**src/rtl/fu_matrix_ldst_if.sv**
```systemverilog
// Issue/scratchpad-facing bundle of the matrix load/store unit.
// The slave modport is the functional unit; the master modport is its environment.
interface fu_matrix_ldst_if #(
    parameter int unsigned ADDR_W = 32,
    parameter int unsigned IMM_W  = 11,
    parameter int unsigned MREG_W = 4
);
    logic              en;
    logic              ls_in;
    logic [MREG_W-1:0] md_in;
    logic [ADDR_W-1:0] rdat1;
    logic [ADDR_W-1:0] rdat2;
    logic [ADDR_W-1:0] imm_in;
    logic              sp_ready;
    logic              sp_done;
    logic [1:0]        ls_out;
    logic [MREG_W-1:0] rd_out;
    logic [IMM_W-1:0]  imm_out;
    logic [ADDR_W-1:0] address;
    logic [ADDR_W-1:0] stride_out;
    logic              done;
    logic              busy;
    logic              wdog_to;

    modport slave (
        input  en, ls_in, md_in, rdat1, rdat2, imm_in, sp_ready, sp_done,
        output ls_out, rd_out, imm_out, address, stride_out, done, busy, wdog_to
    );

    modport master (
        output en, ls_in, md_in, rdat1, rdat2, imm_in, sp_ready, sp_done,
        input  ls_out, rd_out, imm_out, address, stride_out, done, busy, wdog_to
    );
endinterface

```
**src/rtl/fu_matrix_ldst.sv**
```systemverilog
// Matrix load/store functional unit: latches one op, drives a scratchpad request
// through a ready/done handshake and returns a one-cycle done pulse.
module fu_matrix_ldst #(
    parameter int unsigned       ADDR_W     = 32,
    parameter int unsigned       IMM_W      = 11,
    parameter int unsigned       MREG_W     = 4,
    parameter int unsigned       WDOG_W     = 16,
    parameter logic [WDOG_W-1:0] WDOG_LIMIT = 16'd1024
) (
    input  logic              CLK,
    input  logic              nRST,
    fu_matrix_ldst_if.slave   bus
);

    typedef enum logic [1:0] {
        ST_IDLE = 2'd0,
        ST_REQ  = 2'd1,
        ST_WAIT = 2'd2,
        ST_DONE = 2'd3
    } state_t;

    state_t              state_q, state_d;
    logic                ls_q, ls_d;
    logic [MREG_W-1:0]   rd_q, rd_d;
    logic [IMM_W-1:0]    imm_q, imm_d;
    logic [ADDR_W-1:0]   addr_q, addr_d;
    logic [ADDR_W-1:0]   stride_q, stride_d;
    logic [WDOG_W-1:0]   wdog_q, wdog_d;
    logic                wdog_to_q, wdog_to_d;
    logic [1:0]          ls_out_q, ls_out_d;
    logic                done_q, done_d;
    logic                busy_q, busy_d;
    logic                accept_s;
    logic [ADDR_W-1:0]   imm_sext_s;
    logic                unused_imm_s;

    assign imm_sext_s   = {{(ADDR_W-IMM_W){bus.imm_in[IMM_W-1]}}, bus.imm_in[IMM_W-1:0]};
    assign unused_imm_s = ^bus.imm_in[ADDR_W-1:IMM_W];

    // Next-state, field latching, watchdog and registered-output decode
    always_comb begin
        state_d   = state_q;
        ls_d      = ls_q;
        rd_d      = rd_q;
        imm_d     = imm_q;
        addr_d    = addr_q;
        stride_d  = stride_q;
        wdog_d    = wdog_q;
        wdog_to_d = wdog_to_q;
        accept_s  = 1'b0;

        case (state_q)
            ST_IDLE: begin
                if (bus.en) begin
                    accept_s = 1'b1;
                    state_d  = ST_REQ;
                end else begin
                    state_d  = ST_IDLE;
                end
            end
            ST_REQ: begin
                if (bus.sp_ready && bus.sp_done) begin
                    state_d = ST_DONE;
                end else if (bus.sp_ready) begin
                    state_d = ST_WAIT;
                    wdog_d  = '0;
                end else begin
                    state_d = ST_REQ;
                end
            end
            ST_WAIT: begin
                if (bus.sp_done) begin
                    state_d = ST_DONE;
                end else begin
                    state_d = ST_WAIT;
                    // Saturate so a hung scratchpad cannot wrap the count back under the limit
                    if (wdog_q != {WDOG_W{1'b1}}) begin
                        wdog_d = wdog_q + {{(WDOG_W-1){1'b0}}, 1'b1};
                    end else begin
                        wdog_d = wdog_q;
                    end
                    if (wdog_d >= WDOG_LIMIT) begin
                        wdog_to_d = 1'b1;
                    end else begin
                        wdog_to_d = wdog_to_q;
                    end
                end
            end
            ST_DONE: begin
                if (bus.en) begin
                    accept_s = 1'b1;
                    state_d  = ST_REQ;
                end else begin
                    state_d  = ST_IDLE;
                end
            end
            default: begin
                state_d = ST_IDLE;
            end
        endcase

        if (accept_s) begin
            ls_d     = bus.ls_in;
            rd_d     = bus.md_in;
            imm_d    = bus.imm_in[IMM_W-1:0];
            addr_d   = bus.rdat1 + imm_sext_s;
            stride_d = bus.rdat2;
        end else begin
            ls_d     = ls_q;
        end

        if (state_d == ST_REQ) begin
            ls_out_d = ls_d ? 2'b10 : 2'b01;
        end else begin
            ls_out_d = 2'b00;
        end
        done_d = (state_d == ST_DONE);
        busy_d = (state_d == ST_REQ) || (state_d == ST_WAIT);
    end

    // State and output registers with synchronous active-low reset
    always_ff @(posedge CLK) begin
        if (!nRST) begin
            state_q   <= ST_IDLE;
            ls_q      <= 1'b0;
            rd_q      <= '0;
            imm_q     <= '0;
            addr_q    <= '0;
            stride_q  <= '0;
            wdog_q    <= '0;
            wdog_to_q <= 1'b0;
            ls_out_q  <= 2'b00;
            done_q    <= 1'b0;
            busy_q    <= 1'b0;
        end else begin
            state_q   <= state_d;
            ls_q      <= ls_d;
            rd_q      <= rd_d;
            imm_q     <= imm_d;
            addr_q    <= addr_d;
            stride_q  <= stride_d;
            wdog_q    <= wdog_d;
            wdog_to_q <= wdog_to_d;
            ls_out_q  <= ls_out_d;
            done_q    <= done_d;
            busy_q    <= busy_d;
        end
    end

    assign bus.ls_out     = ls_out_q;
    assign bus.rd_out     = rd_q;
    assign bus.imm_out    = imm_q;
    assign bus.address    = addr_q;
    assign bus.stride_out = stride_q;
    assign bus.done       = done_q;
    assign bus.busy       = busy_q;
    assign bus.wdog_to    = wdog_to_q;

endmodule

```
**src/flat_wrapper.sv**
```systemverilog
// flat-port wrapper written by rule: the top's interface ports become plain ports
module fu_matrix_ldst_flat 
#(
    parameter int unsigned       ADDR_W     = 32,
    parameter int unsigned       IMM_W      = 11,
    parameter int unsigned       MREG_W     = 4,
    parameter int unsigned       WDOG_W     = 16,
    parameter logic [WDOG_W-1:0] WDOG_LIMIT = 16'd1024
)
  (CLK, nRST, bus_en, bus_ls_in, bus_md_in, bus_rdat1, bus_rdat2, bus_imm_in, bus_sp_ready, bus_sp_done, bus_ls_out, bus_rd_out, bus_imm_out, bus_address, bus_stride_out, bus_done, bus_busy, bus_wdog_to);
  fu_matrix_ldst_if #(.ADDR_W(ADDR_W), .IMM_W(IMM_W), .MREG_W(MREG_W)) bus_i ();
  input  logic CLK;
  input  logic nRST;
  input wire logic [$bits(bus_i.en)-1:0] bus_en;
  input wire logic [$bits(bus_i.ls_in)-1:0] bus_ls_in;
  input wire logic [$bits(bus_i.md_in)-1:0] bus_md_in;
  input wire logic [$bits(bus_i.rdat1)-1:0] bus_rdat1;
  input wire logic [$bits(bus_i.rdat2)-1:0] bus_rdat2;
  input wire logic [$bits(bus_i.imm_in)-1:0] bus_imm_in;
  input wire logic [$bits(bus_i.sp_ready)-1:0] bus_sp_ready;
  input wire logic [$bits(bus_i.sp_done)-1:0] bus_sp_done;
  output wire logic [$bits(bus_i.ls_out)-1:0] bus_ls_out;
  output wire logic [$bits(bus_i.rd_out)-1:0] bus_rd_out;
  output wire logic [$bits(bus_i.imm_out)-1:0] bus_imm_out;
  output wire logic [$bits(bus_i.address)-1:0] bus_address;
  output wire logic [$bits(bus_i.stride_out)-1:0] bus_stride_out;
  output wire logic [$bits(bus_i.done)-1:0] bus_done;
  output wire logic [$bits(bus_i.busy)-1:0] bus_busy;
  output wire logic [$bits(bus_i.wdog_to)-1:0] bus_wdog_to;
  assign bus_i.en = bus_en;
  assign bus_i.ls_in = bus_ls_in;
  assign bus_i.md_in = bus_md_in;
  assign bus_i.rdat1 = bus_rdat1;
  assign bus_i.rdat2 = bus_rdat2;
  assign bus_i.imm_in = bus_imm_in;
  assign bus_i.sp_ready = bus_sp_ready;
  assign bus_i.sp_done = bus_sp_done;
  assign bus_ls_out = bus_i.ls_out;
  assign bus_rd_out = bus_i.rd_out;
  assign bus_imm_out = bus_i.imm_out;
  assign bus_address = bus_i.address;
  assign bus_stride_out = bus_i.stride_out;
  assign bus_done = bus_i.done;
  assign bus_busy = bus_i.busy;
  assign bus_wdog_to = bus_i.wdog_to;
  fu_matrix_ldst #(.ADDR_W(ADDR_W), .IMM_W(IMM_W), .MREG_W(MREG_W), .WDOG_W(WDOG_W), .WDOG_LIMIT(WDOG_LIMIT)) u_core (.CLK(CLK), .nRST(nRST), .bus(bus_i));
endmodule
```
**config.mk**
```make
export PLATFORM = sky130hd
export DESIGN_NAME = fu_matrix_ldst_flat
export DESIGN_NICKNAME = d
export VERILOG_FILES = /design/src/rtl/fu_matrix_ldst_if.sv /design/src/rtl/fu_matrix_ldst.sv /design/src/flat_wrapper.sv
export SDC_FILE = /design/constraint.sdc
export NUM_CORES = 1
export LEC_CHECK = 0
export ABC_AREA = 1
export BUFFER_PORTS_ARGS = -buffer_cell sky130_fd_sc_hd__buf_2
export CELL_PAD_IN_SITES_DETAIL_PLACEMENT = 0
export CELL_PAD_IN_SITES_GLOBAL_PLACEMENT = 1
export CORE_ASPECT_RATIO = 1.75
export CORE_UTILIZATION = 33
export CTS_BUF_LIST = sky130_fd_sc_hd__clkbuf_2 sky130_fd_sc_hd__clkbuf_4 sky130_fd_sc_hd__clkbuf_8
export DETAILED_ROUTE_END_ITERATION = 16
export PLACE_DENSITY_LB_ADDON = 0.1
export SLEW_MARGIN = 20
export SYNTH_ARGS = -nofsm -noshare
export SYNTH_HDL_FRONTEND = slang
export SYNTH_SLANG_ARGS = --single-unit
```
**constraint.sdc**
```tcl
create_clock -name CLK -period 2.4 [get_ports CLK]
set_clock_uncertainty 0.1 [all_clocks]
set_input_delay 0.72 -clock CLK [delete_from_list [all_inputs] [get_ports CLK]]
set_output_delay 0.72 -clock CLK [all_outputs]
set_load 0.005 [all_outputs]
```
== Word-level counts from Yosys, hierarchy flattened ==
Index checks and enable logic that the tools add are counted.

* Output and inout bits: 84
* Memories kept: 0
* Memory bits (read-only): 0
* Input bits: 106
* Register bits after elaboration: 103
* Bits in latches: 0
* Bits in writable memories: 0

* Add/subtract/negate cells: 2
* Bitwise logic cells: 1
* Multipliers: 0
* $lt $le $gt $ge: 1
* Mux-type cells: 16
* Div/mod/pow operators: 0
* Reduce and logical (&&, ||, !) cells: 8
* Shift-type cells: 0
* Equal/unequal tests: 10

{| class="wikitable"
|+ Operators by type and width
! kind !! count
|-
| 16-bit 2-to-1 mux || 6
|-
| 32-bit adder || 1
|-
| 16-bit case mux with 2 select lines || 1
|-
| 16-bit by 1-bit adder with 16-bit output (second input constant) || 1
|-
| 16-bit by 11-bit greater-or-equal comparator with 1-bit output (second input constant) || 1
|-
| 16-bit != test (second input constant) || 1
|-
| 2-bit == test (second input constant) || 4
|-
| 2-bit 2-to-1 mux || 3
|-
| 2-bit != test (second input constant) || 3
|-
| 2-bit case mux with 3 select lines || 1
|-
| 1-bit 2-to-1 mux || 5
|-
| 2-bit by 1-bit == test with 1-bit output (second input constant) || 2
|-
| 4-bit AND reduction || 1
|-
| 3-bit AND reduction || 1
|-
| 2-bit zero test || 1
|-
| 2-bit AND reduction || 1
|-
| 2-bit nonzero test || 1
|-
| 2-bit OR reduction || 1
|-
| 1-bit logical AND || 1
|-
| 1-bit logical OR || 1
|-
| 1-bit inverter || 1
|}

== Depth between registers and ports, before layout ==
* Word-level depth: 6
* Depth in mapped cells: 14

== Worst setup path before layout ==
Ideal clock, no wire load.

* Path type: input port to flip-flop
* From: input port bus_imm_in[0]
* To: register u_core.addr_q[16], in the netlist u_core.bus.address[16]
* Data required time: 2.191 ns
* Path buffers: 0
* Setup time: 0.109 ns
* Setup slack: 0.041 ns
* Arrival time: 2.150 ns
* Cell stages on the path: 14
* Cell sequence: ha_1 > inv_1 > fa_1 > inv_1 > nand3_1 > nand3_1 > nand2_1 > nand2_1 > nand2_1 > nand2_1 > xnor2_1 > nand2_1 > nand2_1 > inv_1

* Longest elaborated chain between the ends: 1

{| class="wikitable"
|+ RTL lines
! what !! RTL line !! text
|-
| start, declared || flat_wrapper.sv:19 || <nowiki>input wire logic [$bits(bus_i.imm_in)-1:0] bus_imm_in;</nowiki>
|-
| 32-bit adder || fu_matrix_ldst.sv:106 || <nowiki>addr_d = bus.rdat1 + imm_sext_s;</nowiki>
|-
| end signal, assigned || fu_matrix_ldst.sv:140 || <nowiki>addr_q <= addr_d;</nowiki>
|-
| end, declared || fu_matrix_ldst.sv:26 || <nowiki>logic [ADDR_W-1:0] addr_q, addr_d;</nowiki>
|}

No other way between the ends.
A chain may end at the register's enable or synchronous reset.

== Worst setup path after layout ==
* From: input port bus_imm_in[10]
* To: register u_core.addr_q[19], in the netlist u_core.bus.address[19]

Same word-level chain as after synthesis.

==> results.cfg <==
[placed_design]
gp_congestion = 0.871
dpl.cell_count = 1539
port_buffers = 168
hpwl_mm = 17.1

[synthesis]
synth_fa_ha_area_frac = 0.0723
synth-simple-area-share = 0.376
synth_ff_type = dfxtp_1
synthTopCellsByArea = dfxtp_1 (32%), nand2_1 (15%), nor2_1 (13%)
synth.area.mux_share = 0.00154
synth_cell_types = 35
synth_xor_area_frac = 0.0242
yosysTopAreaCell = dfxtp_1
synth_top_area_share = 0.317
ys_seq_area_frac = 0.317
synth-compound-area-share = 0.100
async_flop_share = 0
synth_edf_count = 0
syn_inst = 1061
synth_top_family_by_area = simple AND/OR/NAND/NOR gates
syn_area_um2 = 6510
ys_seq_elements = 103
ys_warn_count = 0
syn_area_per_cell_um2 = 6.14
syn-num-nets = 1204

[timing]
fmax_mhz = 445
fin_setup_tns_ns = 0
setup_viol = 0
slew_viol_final = 0
grt_setup_unrepaired = false
layout_worst_path_cycle_share = 0.936
tightest_slew_ns = 0.423
relSlewSlack = 0.718
period_minus_slack_ns = 2.25
hold_viol_final = 0

[layout]
utilization = 0.444
nFillCells = 2206
layout-drive-gt1-share = 0.240
multi_input_area_um2 = 3760
synthToLayoutAreaGrowth_pct = 30.8
finalNonFillerCells = 1556
nNetsFinal = 1452
register_area_um2 = 2060

[worst_setup_path]
reg2reg_depth = 10
critical_path.startpoint = bus_imm_in[10]
cp-end-kind = flip-flop
endpoint = u_core.bus.address[19]
r2r_end = u_core.bus.wdog_to
reg2reg_from = u_core.wdog_q[0]
path_max_fanout = 14
worst_ep_arrival_time_ns = 2.46
path_cells = buf_2 -> buf_12 -> ha_1 -> a21oi_1 -> nand2_1 -> a21oi_1 -> buf_4 -> nand2_1 -> nand2_1 -> nand3_1 -> nand2_1 -> inv_1
max_stage_delay_ns = 0.35
worstPathRequired_ns = 2.62
r2r_slack_ns = 0.42
path_common_cell = nand2_1
slowest_stage = ha_1
critical_path_class = in -> reg
critPathLaunchType = input pin

[floorplanning]
fp.dieW_um = 108
dieArea_um2 = 20300
rows = 67
start_util = 0.339
die_h_um = 188
coreArea_um2 = 19200
io_pins = 190

[detailed_routing]
drt_iter0_markers = 258
dr.pass1.iters = 4
ant_nets = 0
top_layer = met4
wirelength_mm = 21.2
avgRoutedWirePerCell_um = 13.6
met1_length_mm = 7.94
drcViolationCount = 0
routed-wl-met2_mm = 12.0
via_count = 6976
viasPerCell = 4.48
met3_length_um = 649

[grt]
grt_overflow = 0
grt_usage = 0.217
grt_pass1_wl_mm = 33.8
grt_max_degree = 50
first_global_vias = 6909
antenna_found_initial = 1

[clocking]
insertion_delay_ns = 0.41
htreeDepth = 3
tritoncts = built
cts_sinks = 103
cts_inserted_buffers = 9
clock_path_buffers = 2
root_buffer = clkbuf_8
postCtsSetupBuffers = 0
clkTransAtPathRegs_ns = 0.11

[power]
switching_share = 0.377
p_comb_frac = 0.378
p_sw_mw = 1.94
vdd_drop_max_uv = 424
leakage_nw = 4.73
p_int_mw = 3.21
p_per_area_nw_per_um2 = 605
seqPwrFrac = 0.405
p_clk_frac = 0.217

[run]
cap_violations = 0

[status]
outcome = complete, no violations

[min_path]
min_path_type = reg -> reg
[cell families (layout without fill, tap and decap cells)]
| kind of cell | count (synthesis) | after routing |
|---|---|---|
| compound gates | 124 | 124 |
| xor+xnor | 18 | 18 |
| fa+ha+maj | 37 | 37 |
| buf+inv | 189 | 442 |
| flops | 103 | 103 |
| mux | 1 | 1 |
| other cells | 0 | 1 |
| simple gates | 589 | 589 |
[sequential cells by signal, indices dropped and copies added (netlist names)]
name,cells
u_core.bus.busy,1
u_core.bus.rd_out,4
u_core.wdog_q,16
u_core.ls_q,1
u_core.bus.wdog_to,1
u_core.state_q,2
u_core.bus.ls_out,2
u_core.bus.stride_out,32
u_core.bus.done,1
u_core.bus.imm_out,11
u_core.bus.address,32
[power by group through the flow]
stage          combinational [mW]  sequential, mW  clock [mW]
3_3_place_gp                 1.96            2.12           0
3_5_place_dp                 1.97            2.13           0
6_report                     1.95            2.09        1.12
5_1_grt                      2.22            2.13        1.22
2_1_floorplan                1.04            2.16           0
4_1_cts                      1.98            2.09        1.17
[cells in the final DEF (no fill, tap or decap), drive strengths merged]
cell type  Yosys  routed
nand3b         5       5
clkbuf        23      10
or2            1       1
buf            3     263
mux2i          1       1
and3           1       1
clkinv         1       3
o22ai          1       1
nor3           7       7
xor2          14      14
fa             1       1
dfxtp        103     103
diode          0       1
nand3         64      64
o211ai         4       4
xnor2          4       4
inv          162     163
ha            36      36
nor2         229     229
nand2        271     271
a21oi         43      43
clkinvlp       0       3
nand4         11      11
o21bai         4       4
a21o           1       1
o21ai         71      71
[critical path: cells and delay by family]
family / cells / cell delay, ns
adders and majority gates: 1 / 0.35
AOI/OAI and AO/OA: 2 / 0.46
buffers and inverters: 4 / 0.52
and+or+nand+nor: 5 / 0.40
[through the flow]
stage | hold WS [ns] | instance area, um^2 | worst slack [ns] | total power [mW]
finish | 0.367 | 8520 | 0.154 | 5.15
global route | 0.387 | 8520 | 0.00342 | 5.57
CTS | 0.370 | 8490 | 0.157 | 5.24
detailed placement | 0.354 | 8310 | -0.298 | 4.10
global placement | 0.351 | 8310 | -0.283 | 4.09
floorplan | 0.355 | 6510 | 0.0412 | 3.20
[routing by layer]
metal | vias to the layer above | global-route usage
met1 | 3024 | 0.212
met2 | 132 | 0.436
met5 | - | 0
met4 | 0 | 0.0854
li1 | 3793 | -
met3 | 27 | 0.0306
[cell usage after synthesis (all sizes together) (7+ instances only)]
library cell,n
o21ai,71
nand4,11
nand3,64
inv,162
nand2,271
nor2,229
nor3,7
ha,36
dfxtp,103
a21oi,43
xor2,14
clkbuf,23
[worst min-delay path by stage]
stage	slack, ns	from	to	depth (start not counted)
after floorplan	0.35	u_core.wdog_q[9]	u_core.wdog_q[9]	2
after global placement	0.35	u_core.bus.wdog_to	u_core.bus.wdog_to	2
after detailed placement	0.35	u_core.bus.wdog_to	u_core.bus.wdog_to	2
after CTS	0.37	u_core.bus.wdog_to	u_core.bus.wdog_to	2
after global routing	0.39	u_core.bus.wdog_to	u_core.bus.wdog_to	2
final	0.37	u_core.bus.wdog_to	u_core.bus.wdog_to	2
[timing repair]
item | 4_1_cts | 5_1_grt
endpoints found under the setup margin | 0 | 6
hold buffers | 0 | 0
resized for setup | 0 | 9
[final cells by class]
| class | instances | area share |
|---|---|---|
| antenna | 1 | 0.000294 |
| clock buffer | 10 | 0.0154 |
| multi-input combinational | 769 | 0.442 |
| timing repair buffer | 263 | 0.187 |
| tap | 241 | 0.0354 |
| inverter | 163 | 0.0720 |
| sequential | 103 | 0.242 |
| clock inverter | 6 | 0.00632 |
Note: power is estimated with default switching activity, not from simulation.
